## config.mk

```make
export PLATFORM = sky130hd
export DESIGN_NAME = joy_db15_tx
export DESIGN_NICKNAME = d
export VERILOG_FILES = /design/src/rtl/joy_db15_pkg.sv /design/src/rtl/joy_db15_tx_sync_edge.sv /design/src/rtl/joy_db15_tx.sv
export SDC_FILE = /design/constraint.sdc
export NUM_CORES = 1
export LEC_CHECK = 0
export CAP_MARGIN = 20
export CORE_AREA = 5 5 105 107
export CTS_CLUSTER_DIAMETER = 30
export CTS_CLUSTER_SIZE = 28
export DETAILED_ROUTE_END_ITERATION = 6
export DIE_AREA = 0 0 110 112
export SLEW_MARGIN = 0
export SYNTH_ARGS = -nofsm -noshare
export SYNTH_HDL_FRONTEND = slang
export SYNTH_SLANG_ARGS = --single-unit
```

## constraint.sdc

```tcl
create_clock -name clk -period 2.1 [get_ports clk]
set_input_delay 0.42 -clock clk [delete_from_list [all_inputs] [get_ports clk]]
set_output_delay 0.42 -clock clk [all_outputs]
set_load 0.02 [all_outputs]
```

## src/rtl/joy_db15_pkg.sv

```systemverilog
// joy_db15_pkg: shared state type and parameter defaults for the DB15 joystick responder
package joy_db15_pkg;
  typedef enum logic [1:0] {IDLE, LOAD, SHIFT} state_e;
  localparam int NBITS_DEF = 32;
  localparam int TIMEOUT_DEF = 1048576;
endpackage

```

## src/rtl/joy_db15_tx_sync_edge.sv

```systemverilog
// sync_edge: 2-flop synchronizer with rise/fall detection, all flops reset high
module sync_edge (
  input  logic clk,
  input  logic reset,
  input  logic d_i,
  output logic s_o,
  output logic rise_o,
  output logic fall_o
);
  logic meta_q, sync_q, prev_q;
  always_ff @(posedge clk)
    if (reset) {meta_q, sync_q, prev_q} <= '1;
    else {meta_q, sync_q, prev_q} <= {d_i, meta_q, sync_q};
  assign s_o = sync_q;
  assign rise_o = sync_q & ~prev_q;
  assign fall_o = ~sync_q & prev_q;
endmodule

```

## src/rtl/joy_db15_tx.sv

```systemverilog
// joy_db15_tx: emulates the DB15 adapter's '165 shift register, serialising two players' buttons
module joy_db15_tx import joy_db15_pkg::*; #(
  parameter int NBITS = NBITS_DEF,
  parameter int TIMEOUT = TIMEOUT_DEF
) (
  input  logic        clk,
  input  logic        reset,
  input  logic [15:0] joy1,
  input  logic [15:0] joy2,
  input  logic        JOY_CLK,
  input  logic        JOY_LOAD,
  output logic        JOY_DATA,
  output logic        frame_done,
  output logic        active
);
  localparam int H = NBITS / 2;
  localparam int CW = $clog2(NBITS + 1);
  localparam int WW = $clog2(TIMEOUT + 1);
  logic clk_s, clk_rise, clk_fall, load_s, load_rise, load_fall, shift_en;
  logic [NBITS-1:0] frame_w, sr_q, sr_d;
  logic [CW-1:0] cnt_q, cnt_d;
  logic [WW-1:0] wd_q, wd_d;
  logic done_q, done_d, active_q, active_d;
  state_e state_q, state_d;
  sync_edge u_clk (.clk(clk), .reset(reset), .d_i(JOY_CLK), .s_o(clk_s), .rise_o(clk_rise), .fall_o(clk_fall));
  sync_edge u_load (.clk(clk), .reset(reset), .d_i(JOY_LOAD), .s_o(load_s), .rise_o(load_rise), .fall_o(load_fall));
  assign frame_w = ~{joy2[H-1:0], joy1[H-1:0]};
  // load dominates: any shift edge seen while load is low is dropped
  assign shift_en = (state_q == SHIFT) & load_s & clk_s & clk_rise & ~clk_fall;
  always_comb begin
    state_d = !load_s ? LOAD : load_rise ? SHIFT : state_q;
    sr_d = !load_s ? frame_w : shift_en ? {1'b1, sr_q[NBITS-1:1]} : sr_q;
    cnt_d = !load_s ? '0 : (shift_en && cnt_q != CW'(NBITS)) ? cnt_q + CW'(1) : cnt_q;
    done_d = shift_en && cnt_q == CW'(NBITS - 2);
    wd_d = load_fall ? '0 : (wd_q == WW'(TIMEOUT)) ? wd_q : wd_q + WW'(1);
    active_d = load_fall | (active_q & (wd_d != WW'(TIMEOUT)));
  end
  always_ff @(posedge clk)
    if (reset) begin
      state_q <= IDLE;
      sr_q <= '1;
      cnt_q <= '0;
      done_q <= 1'b0;
      wd_q <= '0;
      active_q <= 1'b0;
    end else begin
      state_q <= state_d;
      sr_q <= sr_d;
      cnt_q <= cnt_d;
      done_q <= done_d;
      wd_q <= wd_d;
      active_q <= active_d;
    end
  assign JOY_DATA = sr_q[0];
  assign frame_done = done_q;
  assign active = active_q;
endmodule

```

==> results.cfg <==
[status]
status = complete, no violations

[clocking]
clock-root-buffer = clkbuf_8
cts_inserted_buffers = 9
ctsHoldBuffers = 0
tritoncts = done
cts.sink_count = 69
cts.reportedPaths.clkPinSlew_ns = 0.08
cts-htree-levels = 3
max_buffers_root_to_sink = 2
worstSkewPairLatency_ns = 0.34

[timing]
finalCritPeriodShare_pct = 98.81
finalCriticalPeriod_ns = 2.075
hold_viol = 0
max_freq_mhz = 481.9
finClkSkew_ns = 0.01357
setup-violations-final = 0
max_slew_headroom_pct = 73.38
setup_slack_ns = 0.02502
finalMaxSlewViolations = 0
setup_total_negative_slack_ns = 0
timing_worst_slew_pin_value_ns = 0.3993

[pwr]
power_leakage_nw = 1.657
power_per_cell_area_nw_per_um2 = 656.1
worst_ir_drop_vdd_v = 0.0002986
total_power_mw = 2.773

[synthesis]
synth_fp_nets = 392
synth_area_leader_cell = dfxtp_1
ys.warnings.count = 0
gate_count_post_synth = 351
synth_area_um2 = 3428
synth_area_leaders = dfxtp_1 (40%), mux2i_1 (19%), or2_2 (7.3%)
synth.cells.most_frequent = dfxtp_1 (69), mux2i_1 (66), or2_2 (40)
synth-edff-count = 0
most_common_cell_in_the_netlist = dfxtp_1
ys.flop_type = dfxtp_1
synth-async-reset-ratio_pct = 0
synth.yosys.seq_area_share_pct = 40.29
syn_avg_cell_area_um2 = 9.767
synth_cell_type_count = 46
ys_seq_elements = 69
synth_top_area_share_pct = 40.29

[placement]
post-dp-hpwl_mm = 4.604
dpl-instance-area_um2 = 3948
placement.setup.worst_slack_ns = -0.01949
gp_congestion = 0.8884
placed_cells = 515
port_buffers = 38

[route]
drt-wirelength-per-cell_um = 12.37
finalWirelength_mm = 6.605
antenna_violating_nets_post_route = 0
drt_pre_antenna_iters = 4
dr.first_iter.drc_count = 64
via_count = 2504
viasPerCell = 4.689
drt_drc_violations_left = 0

[global_routing]
grt.met2_usage_pct = 16.75
overall_routing_resource_usage_pct = 10.78
antenna_violations_before_repair = 0
number_of_global_route_vias_before_repair = 2406
grt_max_degree = 38
grt.met3_usage_pct = 2.667
grt.overflow.total = 0
globalRouteMet1Util_pct = 14.20
global_route.peak_usage_layer = met2
grt_first_pass_wirelength_mm = 10.83

[die]
io_pins = 39
die_area_um2 = 12320
initial_utilization_pct = 34.13
die_h_um = 112
die_w_um = 110
row_count = 37
coreArea_um2 = 10050

[worst_setup_path]
crit_start = wd_q[2]
crit_path_end = active
data_required_time_of_the_worst_path_ns = 2.35
cp_max_fo = 8
critPathKind = reg -> reg
r2r-end = active
cp.arrival_ns = 2.32
reg2regPathDepth = 7
crit_path_end_kind = flop
startpoint_type = flop
reg2reg_slack_ns = 0.03
reg2reg_from = wd_q[2]

[layout]
seq_area_um2 = 1395
diodes = 0
syn2layout_area_growth_pct = 23.28
n_fill_cell = 975
area_taken_by_multi_input_logic_gates_um2 = 1911
finish.net_count = 434
finish.cell_count_without_fillers = 534
layout-drive-gt1-share_pct = 23.12
layout.cell_area.non_filler_um2 = 4227

[min_path]
hold_wc_path_type = reg -> reg

[flow_run]
max-cap-violations = 0
[how the worst min path moves through the flow]
| stage | startpoint | slack, ns | to | cells past startpoint |
|---|---|---|---|---|
| finish | u_clk.meta_q | 0.41 | u_clk.s_o | 1 |
| detailed placement | u_clk.meta_q | 0.40 | u_clk.s_o | 1 |
| global route | u_load.meta_q | 0.42 | u_load.s_o | 1 |
| CTS | u_clk.meta_q | 0.41 | u_clk.s_o | 1 |
| floorplan | u_clk.meta_q | 0.39 | u_clk.s_o | 1 |
| global placement | u_load.meta_q | 0.39 | u_load.s_o | 1 |
[flip-flops by register name, indices dropped and copies added (netlist names), 2 cells and up]
register  flops
state_q       2
sr_q         32
cnt_q         6
wd_q         21
[worst max-delay path, cell delays in order, from the launching register on]
cell     delay (ns)
dfxtp_4        0.39
nand4_1        0.28
buf_4          0.25
or4_1          0.55
a21o_1         0.20
a31oi_1        0.15
o41ai_1        0.10
o31ai_1        0.06
[where the power goes]
group	total (mW)	switching (mW)	internal [mW]
Combinational	0.228	0.0897	0.138
Sequential	1.37	0.0243	1.34
Clock	1.18	0.506	0.669
[cells in the final DEF (no fill, tap or decap), types with 3 or more instances in the layout]
cell type	count
nand2_1	12
nand3_1	14
ha_1	4
inv_1	6
nand4_1	7
buf_4	15
clkdlybuf4s50_1	38
o21ai_0	4
nor2_1	31
dfxtp_1	60
or2_2	40
nand2b_1	4
mux2i_1	66
dfxtp_2	8
xor2_1	11
nor4_1	5
a21oi_1	5
xnor2_1	15
nor2b_1	3
clkbuf_8	9
[through the flow]
stage / utilization [%] / hold slack [ns]
5_1_grt: 42.07 / 0.4209
6_report: 42.07 / 0.4104
3_5_place_dp: 39.30 / 0.3973
4_1_cts: 41.55 / 0.4132
2_1_floorplan: - / 0.3895
3_3_place_gp: 39.30 / 0.3903
[kinds of logic (layout without fill, tap and decap cells)]
| family | Yosys count | count (layout) | share of synthesized area, % |
|---|---|---|---|
| and+or+nand+nor | 138 | 138 | 23.58 |
| DFF | 69 | 69 | 40.29 |
| muxes | 66 | 66 | 19.27 |
| buffers and inverters | 29 | 76 | 4.999 |
| xor gates and xnor gates | 26 | 26 | 6.642 |
| AOI/OAI and AO/OA | 18 | 18 | 3.394 |
| adders and majority gates | 5 | 5 | 1.825 |
[cell type report]
cell class / count / area share, %
clock inverters: 6 / 2.072
inverters: 6 / 0.5329
multi-input cells: 253 / 45.20
clock buffers: 10 / 3.020
repair buffers: 54 / 12.14
flip-flops and latches: 69 / 33.01
well taps: 136 / 4.026
[metal layers]
| metal | wire (µm) | vias to the layer above | share of wire (%) |
|---|---|---|---|
| met4 | 112 | 0 | 1.7 |
| met1 | 3234 | 1150 | 49 |
| met3 | 268 | 11 | 4.1 |
| met2 | 2990 | 55 | 45 |
| met5 | 0 | - | 0 |
| li1 | - | 1288 | - |
[timing repair]
item,in CTS,in global routing
endpoints found under the setup margin,1,1
buffers inserted,0,3
resized for setup,3,12
pin swaps,0,4
(Power assumes the default switching activity.)
